--- src/rtl/obi_rr_arbiter_n_to_one.sv ---
`default_nettype none
//------------------------------------------------------------------------------
// Module      : obi_rr_arbiter_n_to_one
// Description : N-master to 1-slave OBI arbiter, round-robin or fixed priority,
//               with request lock and in-order response routing.
// Revision    : 1.0 - initial release
//------------------------------------------------------------------------------
// Request word  {req, we, be[3:0], addr[31:0], wdata[31:0]} = 70 bits.
// Response word {gnt, rvalid, rdata[31:0]}                   = 34 bits.
module obi_rr_arbiter_n_to_one #(
  parameter int NMASTER         = 4,
  parameter int MAX_OUTSTANDING = 2,
  parameter int FIXED_PRIO      = 0,
  localparam int IDX_W          = (NMASTER > 1) ? $clog2(NMASTER) : 1,
  localparam int CNT_W          = $clog2(MAX_OUTSTANDING + 1),
  localparam int REQ_W          = 70,
  localparam int RSP_W          = 34
) (
  input  logic                            clk_i,
  input  logic                            rst_ni,
  input  logic [NMASTER-1:0][REQ_W-1:0]   master_req_i,
  output logic [NMASTER-1:0][RSP_W-1:0]   master_resp_o,
  input  logic [NMASTER-1:0]              master_en_i,
  output logic [REQ_W-1:0]                slave_req_o,
  input  logic [RSP_W-1:0]                slave_resp_i,
  output logic [CNT_W-1:0]                outstanding_o,
  output logic                            protocol_err_o
);

  localparam int                PTR_W      = (MAX_OUTSTANDING > 1) ? $clog2(MAX_OUTSTANDING) : 1;
  localparam logic [CNT_W-1:0]  C_MAX_CNT  = CNT_W'(MAX_OUTSTANDING);
  localparam logic [PTR_W-1:0]  C_LAST_PTR = PTR_W'(MAX_OUTSTANDING - 1);
  localparam logic [IDX_W-1:0]  C_LAST_IDX = IDX_W'(NMASTER - 1);

  logic [IDX_W-1:0] r_rr_ptr;
  logic             r_lock;
  logic [IDX_W-1:0] r_lock_idx;
  logic [IDX_W-1:0] r_fifo [MAX_OUTSTANDING];
  logic [PTR_W-1:0] r_wr_ptr;
  logic [PTR_W-1:0] r_rd_ptr;
  logic [CNT_W-1:0] r_count;
  logic             r_err;

  logic [NMASTER-1:0] w_eligible;
  logic               w_found;
  logic [IDX_W-1:0]   w_pick;
  logic [IDX_W-1:0]   w_winner;
  logic               w_req;
  logic               w_hs;
  logic               w_pop;
  logic [IDX_W-1:0]   w_head;
  logic               w_gnt_in;
  logic               w_rvalid_in;
  logic [31:0]        w_rdata_in;

  assign w_gnt_in    = slave_resp_i[RSP_W-1];
  assign w_rvalid_in = slave_resp_i[RSP_W-2];
  assign w_rdata_in  = slave_resp_i[31:0];

  generate
    for (genvar gi = 0; gi < NMASTER; gi++) begin : g_elig
      assign w_eligible[gi] = master_req_i[gi][REQ_W-1] & master_en_i[gi];
    end
  endgenerate

  // Scan from the far end towards the start so the last hit is the nearest one.
  always_comb begin
    int idx;
    w_found = 1'b0;
    w_pick  = '0;
    idx     = 0;
    for (int k = NMASTER - 1; k >= 0; k--) begin
      if (FIXED_PRIO != 0) begin
        idx = k;
      end else begin
        idx = (int'(r_rr_ptr) + k) % NMASTER;
      end
      if (w_eligible[IDX_W'(idx)]) begin
        w_found = 1'b1;
        w_pick  = IDX_W'(idx);
      end
    end
  end

  assign w_winner = r_lock ? r_lock_idx : w_pick;

  // Occupancy is the registered count, so a same-cycle pop cannot unblock a full FIFO.
  assign w_req  = rst_ni & (r_lock | w_found) & (r_count < C_MAX_CNT);
  assign w_hs   = w_req & w_gnt_in;
  assign w_pop  = rst_ni & w_rvalid_in & (r_count != '0);
  assign w_head = r_fifo[r_rd_ptr];

  assign slave_req_o = w_req ? {1'b1, master_req_i[w_winner][REQ_W-2:0]} : '0;

  generate
    for (genvar gi = 0; gi < NMASTER; gi++) begin : g_resp
      logic w_gnt_m;
      logic w_rv_m;
      assign w_gnt_m = w_hs  & (w_winner == IDX_W'(gi));
      assign w_rv_m  = w_pop & (w_head   == IDX_W'(gi));
      assign master_resp_o[gi] = {w_gnt_m, w_rv_m, (w_rv_m ? w_rdata_in : 32'h0)};
    end
  endgenerate

  always_ff @(posedge clk_i) begin
    if (w_hs) begin
      r_fifo[r_wr_ptr] <= w_winner;
    end
  end

  always_ff @(posedge clk_i) begin
    if (!rst_ni) begin
      r_rr_ptr   <= '0;
      r_lock     <= 1'b0;
      r_lock_idx <= '0;
      r_wr_ptr   <= '0;
      r_rd_ptr   <= '0;
      r_count    <= '0;
      r_err      <= 1'b0;
    end else begin
      if (w_hs) begin
        r_lock   <= 1'b0;
        r_wr_ptr <= (r_wr_ptr == C_LAST_PTR) ? '0 : r_wr_ptr + PTR_W'(1);
        if (FIXED_PRIO == 0) begin
          r_rr_ptr <= (w_winner == C_LAST_IDX) ? '0 : w_winner + IDX_W'(1);
        end
      end else if (w_req) begin
        r_lock     <= 1'b1;
        r_lock_idx <= w_winner;
      end

      if (w_pop) begin
        r_rd_ptr <= (r_rd_ptr == C_LAST_PTR) ? '0 : r_rd_ptr + PTR_W'(1);
      end

      // A response with nothing outstanding is dropped and flagged until reset.
      if (w_rvalid_in && (r_count == '0)) begin
        r_err <= 1'b1;
      end

      case ({w_hs, w_pop})
        2'b10:   r_count <= r_count + CNT_W'(1);
        2'b01:   r_count <= r_count - CNT_W'(1);
        default: r_count <= r_count;
      endcase
    end
  end

  assign outstanding_o  = r_count;
  assign protocol_err_o = r_err;

endmodule
`default_nettype wire
--- config.mk ---
export PLATFORM = sky130hd
export DESIGN_NAME = obi_rr_arbiter_n_to_one
export DESIGN_NICKNAME = d
export VERILOG_FILES = /design/src/rtl/obi_rr_arbiter_n_to_one.sv
export SDC_FILE = /design/constraint.sdc
export NUM_CORES = 1
export LEC_CHECK = 0
export BUFFER_PORTS_ARGS = -buffer_cell sky130_fd_sc_hd__buf_2
export CELL_PAD_IN_SITES_DETAIL_PLACEMENT = 0
export CELL_PAD_IN_SITES_GLOBAL_PLACEMENT = 1
export CORE_AREA = 2 2 205 207
export DETAILED_ROUTE_END_ITERATION = 7
export DIE_AREA = 0 0 207 209
export PLACE_DENSITY_LB_ADDON = 0.1
export SYNTH_ARGS = -nofsm -noshare
export SYNTH_HDL_FRONTEND = slang
export SYNTH_SLANG_ARGS = --single-unit
--- constraint.sdc ---
create_clock -name clk_i -period 5.65 [get_ports clk_i]
set_input_delay 0 -clock clk_i [delete_from_list [all_inputs] [get_ports clk_i]]
set_output_delay 0 -clock clk_i [all_outputs]
set_load 0.1 [all_outputs]
==> flow_summary.yaml, run 1 <==
sta:
  fin_crit_sh: 0.708
  maxSlewHeadroom: 0.278
  rsz0062_at_grt: "false"
  min_period_ns: 4.00
  max_freq_ghz: 0.250
  finalSetupTns_ns: 0
  worst_pin_slew_ns: 1.08
  fin_skew_ns: 0.00360
  setup_viol: 0
  finalHoldViolations: 1
  final_max_slew_viol_count: 0
  worst_hold_slack_ns: -0.00653
synth:
  synth_xor_area_frac: 0.00312
  synth_cells: 1516
  yosysWarnings: 0
  synth_cell_types: 48
  synth_compound_area_frac: 0.493
  yosys.area_share.simple: 0.248
  synth_top_family_by_area: "compound AO/OA/AOI/OAI gates"
  avgSynthCellArea_um2: 7.41
  ys_ff_latch: 15
  synth.net_count: 1841
  syn_area_um2: 11200
  synth_adder_area_share: 0.00557
  ys_seq_area_frac: 0.0303
  muxShareOfSynthArea: 0.123
detailed_routing:
  wl_um: 58800
  vias_per_cell: 6.08
  detail_route.first_pass.iterations: 6
  antenna_left: 0
  vias: 14600
  wire_per_inst_um: 24.5
  drc: 0
  drt_first_iter_violations: 1254
die:
  fp.dieArea_um2: 43300
  core_area_um2: 41300
  start_util: 0.272
  ios: 529
  rows: 75
  die_h_um: 209
  die_w_um: 207
placement:
  io_buffer_count: 528
  dpl.cell_count: 2373
  gp_congestion: 0.850
  dpl.hpwl_um: 38400
setup_path:
  rr_startpoint: "r_rr_ptr[0]$_SDFFE_PN0P_"
  path_cells: "nand3b_1 -> buf_4 -> buf_4 -> a21boi_0 -> a311o_1 -> a211oi_1 -> o22ai_1 -> buf_2"
  start_kind: "flop"
  crit_slowest_cell: "buf_4"
  critPathRequiredTime_ns: 5.65
  rr_endpoint: "r_rr_ptr[1]$_SDFFE_PN0P_"
  reg2reg_depth: 9
  cp.arrival_ns: 4.00
  cpMostUsedCell: "buf_4"
  slowest_delay_ns: 0.79
  endpoint_kind: "output port"
  r2r_slack_ns: 2.76
  critPathCapture: "slave_req_o[60]"
  cp-startpoint: "r_rr_ptr[1]$_SDFFE_PN0P_"
  crit_type: "flop to output port"
  cp_max_fo: 80
clock_network:
  cts_tree: "built"
  worstSkewPairLatency_ns: 0.26
  cts.sinks: 15
  cts_setup_buffers: 0
  cts_buffers: 3
  cts.reportedPaths.clkPinSlew_ns: 0.05
  hold_buffers: 0
  post_cts_resized: 0
  root_buffer: "clkbuf_16"
  clock_path_buffers: 2
  htree_levels: 1
cells_and_area:
  layout_commonest_cell: "buf_2"
  utilization: 0.338
  final_cell_mix: "buf_2 (528), nand2_1 (148), a211oi_1 (140)"
  area_growth_pct: 24.2
  final_cells: 2395
  drive_gt1_frac: 0.313
  fin_nets: 2164
worst_hold_path:
  hold_path.class: "input port to flop"
  worstHoldStart: "slave_resp_i[32]"
global_route:
  grt_overflow: 0
  grt_pass1_vias: 13500
  grt_start_max_net_pins: 140
  grt_pass1_wl_um: 87700
  antenna_found_initial: 28
  grt_use_total: 0.249
power:
  leakage_nw: 6.58
  power_density_nw_per_um2: 171
  power_switching_share: 0.659
  seqPwrFrac: 0.058
  p_switching_mw: 1.57
  combPwrFrac: 0.881
  p_int_uw: 812
  pwr-share-clk: 0.061
  ir_worst_vdd_mv: 0.130
run_status:
  violations: "hold timing"
  outcome: "finished with violations"
flow_run:
  cap_violations: 0
## stage by stage
step                      area, µm²  power, mW  setup WS, ns
after detailed placement      13800       2.23          2.05
after global routing          13900       2.51          1.47
after floorplan               11200       1.71          2.38
final                         14000       2.38          1.65
after CTS                     13900       2.38          1.76
after global placement        13800       2.22          2.06
## critical path: cells and delay by family (launching register included)
family          cells  cell delay [ns]
buf+inv             3             1.70
flops               1             0.52
simple gates        1             0.20
compound gates      4             1.15
## registers in the layout (all words and copies together) (netlist names), named ones only
register	count
r_rr_ptr	2
r_fifo	4
r_wr_ptr	1
protocol_err_o	1
r_lock	1
r_lock_idx	2
outstanding_o	2
r_rd_ptr	1
## cell usage after synthesis, drive strengths merged
cell type,n,share of area
and3,6,0.0033
clkbuf,175,0.059
a211oi,140,0.094
a211o,1,0.00078
o31ai,2,0.0013
xor2,2,0.0016
nand2,148,0.049
a311oi,1,0.0023
buf,63,0.036
a32oi,1,0.00078
a22o,1,0.00078
o22ai,69,0.038
o31a,1,0.00078
nor4b,138,0.11
or2,1,0.00056
o21a,1,0.00067
ha,5,0.0056
nor2,16,0.0053
nand4bb,1,0.0025
a21boi,140,0.094
a221oi,2,0.0031
o21ai,5,0.0022
or3,1,0.00056
o211ai,1,0.00067
nand3b,3,0.0020
a21oi,10,0.0048
o2111ai,2,0.0016
dfxtp,11,0.020
a21bo,1,0.00089
a311o,138,0.12
nand3,6,0.0027
inv,8,0.0027
xnor2,2,0.0016
nor2b,1,0.00056
nor3,1,0.00045
edfxtp,4,0.011
o32a,1,0.00089
mux2i,138,0.12
o211a,138,0.12
and2,131,0.073
## layer usage
metal  vias to the layer above  part of all wire  track usage
li1                       6725                 -            -
met1                      7183              0.43        0.327
met2                       571              0.48        0.427
met3                        70             0.067       0.0442
met4                        20             0.020       0.0507
met5                         -            0.0020            0
## how the worst min path moves through the flow
stage                             endpoint  slack (ns)  cells past startpoint
6_report       protocol_err_o$_SDFFE_PN0P_      -0.007                      3
3_5_place_dp   protocol_err_o$_SDFFE_PN0P_        0.26                      3
2_1_floorplan  protocol_err_o$_SDFFE_PN0P_        0.14                      2
3_3_place_gp   protocol_err_o$_SDFFE_PN0P_        0.26                      3
4_1_cts        protocol_err_o$_SDFFE_PN0P_      0.0004                      3
5_1_grt        protocol_err_o$_SDFFE_PN0P_        0.04                      3
## logic make-up after synthesis
family | after synthesis
flops | 15
simple gates | 453
xor+xnor | 4
mux | 138
compound gates | 655
fa+ha+maj | 5
buf+inv | 246
## layout make-up
cell class,count,area (µm²)
sequential,15,348
clock inverter,1,5.00
tap,539,674
inverter,8,30.0
antenna,18,45.0
fill,4550,27300
multi-input combinational,1255,9860
timing repair buffer,556,2920
clock buffer,3,75.1
## power groups by stage
stage | registers [mW] | clock network (mW) | logic, mW
floorplan | 0.144 | 0 | 1.57
global placement | 0.140 | 0 | 2.08
detailed placement | 0.140 | 0 | 2.09
CTS | 0.138 | 0.146 | 2.10
global route | 0.140 | 0.153 | 2.22
finish | 0.138 | 0.145 | 2.10
(Power assumes the default switching activity.)
==> run 2: changes to the inputs <==
CORE_AREA = 2 2 208 210   (was 2 2 205 207)
DIE_AREA = 0 0 210 212   (was 0 0 207 209)
clock period = 3.7 ns   (was 5.65 ns; I/O delays follow)
==> flow_summary.yaml, run 2 (synthesis gave the netlist of run 1 again) <==
power:
  p_total_mw: 3.98
  ir_worst_vdd_mv: 0.180
  power_density_nw_per_um2: 266
  leakage_nw: 6.88
worst_hold_path:
  hold_path.class: "input port to flop"
  hold_depth: 3
placement:
  dpl.hpwl_um: 40300
  io_buffer_count: 528
  gp_congestion: 0.867
  dp_slack_ns: 0.632
flow_run:
  cap_violations: 0
sta:
  fin_crit_sh: 0.907
  finalHoldViolations: 0
  finalSetupTns_ns: 0
  worst_hold_slack_ns: 0.0168
  max_freq_ghz: 0.298
  fin_ws_ns: 0.343
  min_period_ns: 3.36
  worst_pin_slew_ns: 1.18
  final_max_slew_viol_count: 0
  rsz0062_at_grt: "false"
  setup_viol: 0
  fin_skew_ns: 0.00279
  maxSlewHeadroom: 0.212
detailed_routing:
  antenna_left: 0
  detail_route.first_pass.iterations: 5
  wl_um: 59400
  vias_per_cell: 6.05
  drc: 0
  drt_first_iter_violations: 1132
  vias: 14600
  wire_per_inst_um: 24.6
clock_network:
  worstSkewPairLatency_ns: 0.25
  root_buffer: "clkbuf_16"
  clock_path_buffers: 2
  cts_buffers: 3
  cts_setup_buffers: 0
  cts_tree: "built"
  hold_buffers: 0
  cts.reportedPaths.clkPinSlew_ns: 0.05
  post_cts_resized: 0
  htree_levels: 1
  cts.sinks: 15
cells_and_area:
  drive_gt1_frac: 0.319
  top_register: "r_fifo"
  fin_nets: 2180
  final_cell_mix: "buf_2 (481), nand2_1 (148), a211oi_1 (140)"
  largest_reg_flops: 4
  num-fill-cells: 4495
  area_growth_pct: 32.9
  layout_commonest_cell: "buf_2"
die:
  start_util: 0.264
  ios: 529
  die_h_um: 212
  core_area_um2: 42500
  die_w_um: 210
  rows: 76
  fp.dieArea_um2: 44500
setup_path:
  cp.arrival_ns: 3.36
  crit_type: "flop to output port"
  endpoint_kind: "output port"
  start_kind: "flop"
  cp_max_fo: 139
  critPathRequiredTime_ns: 3.70
  reg2reg_depth: 7
global_route:
  grt_overflow: 0
  grt_use_total: 0.246
  antenna_found_initial: 32
  grt_start_max_net_pins: 143
  grt_pass1_wl_um: 87500
  grt_pass1_vias: 13600
run_status:
  outcome: "finished clean"
## run 2: cell types whose count changed in the layout (fill, tap and decap cells not counted)
cell / change
buf_4: +4
clkinv_2: -1
clkinvlp_4: +1
buf_12: +59
diode_2: -6
buf_2: -47
## run 2: layer usage
metal  vias up  track usage  part of all wire
li1       6751            -                 -
met4        30       0.0323             0.012
met3        74       0.0468             0.060
met2       535        0.431              0.49
met5         -            0            0.0035
met1      7209        0.320              0.44
## run 2: cell type report
| class | count | area (µm²) | share of cell area |
|---|---|---|---|
| flip-flops and latches | 15 | 348 | 0.0233 |
| repair buffers | 572 | 3890 | 0.261 |
| diodes | 12 | 30.0 | 0.00201 |
| clock inverters | 1 | 7.51 | 0.000503 |
| inverters | 8 | 30.0 | 0.00201 |
| clock buffers | 3 | 75.1 | 0.00503 |
| well taps | 546 | 683 | 0.0458 |
| multi-input cells | 1255 | 9860 | 0.661 |
## run 2: stage by stage
stage / utilization / instances / instance area, µm²
after floorplan: - / 1516 / 11200
after global placement: 0.349 / 2396 / 14800
after detailed placement: 0.349 / 2396 / 14800
after CTS: 0.351 / 2400 / 14900
after global routing: 0.351 / 2409 / 14900
final: 0.351 / 2412 / 14900
## run 2: final timing paths
kind | from | end | slack [ns]
setup / recovery | r_rr_ptr[1]$_SDFFE_PN0P_ | slave_req_o[0] | 0.34
hold / removal | slave_resp_i[32] | protocol_err_o$_SDFFE_PN0P_ | 0.02
setup reg to reg | r_rr_ptr[1]$_SDFFE_PN0P_ | r_rr_ptr[1]$_SDFFE_PN0P_ | 0.76
hold reg to reg | protocol_err_o$_SDFFE_PN0P_ | protocol_err_o$_SDFFE_PN0P_ | 0.48
## run 2: report_power, final
group | internal, mW | switching [mW] | leakage, nW | total [mW]
logic | 1.19 | 2.35 | 6.71 | 3.54
clock network | 0.146 | 0.0719 | 0.0372 | 0.218
registers | 0.182 | 0.0309 | 0.128 | 0.212
total | 1.52 | 2.45 | 6.88 | 3.98
## run 2: critical path: stages (launching register included)
cell and delay, ns:
dfxtp_1 0.52, nand3b_1 0.23, buf_12 0.49, and3_4 0.50, buf_12 0.32, o211a_1 0.20
a211oi_1 0.06, o22ai_1 0.41, buf_12 0.24
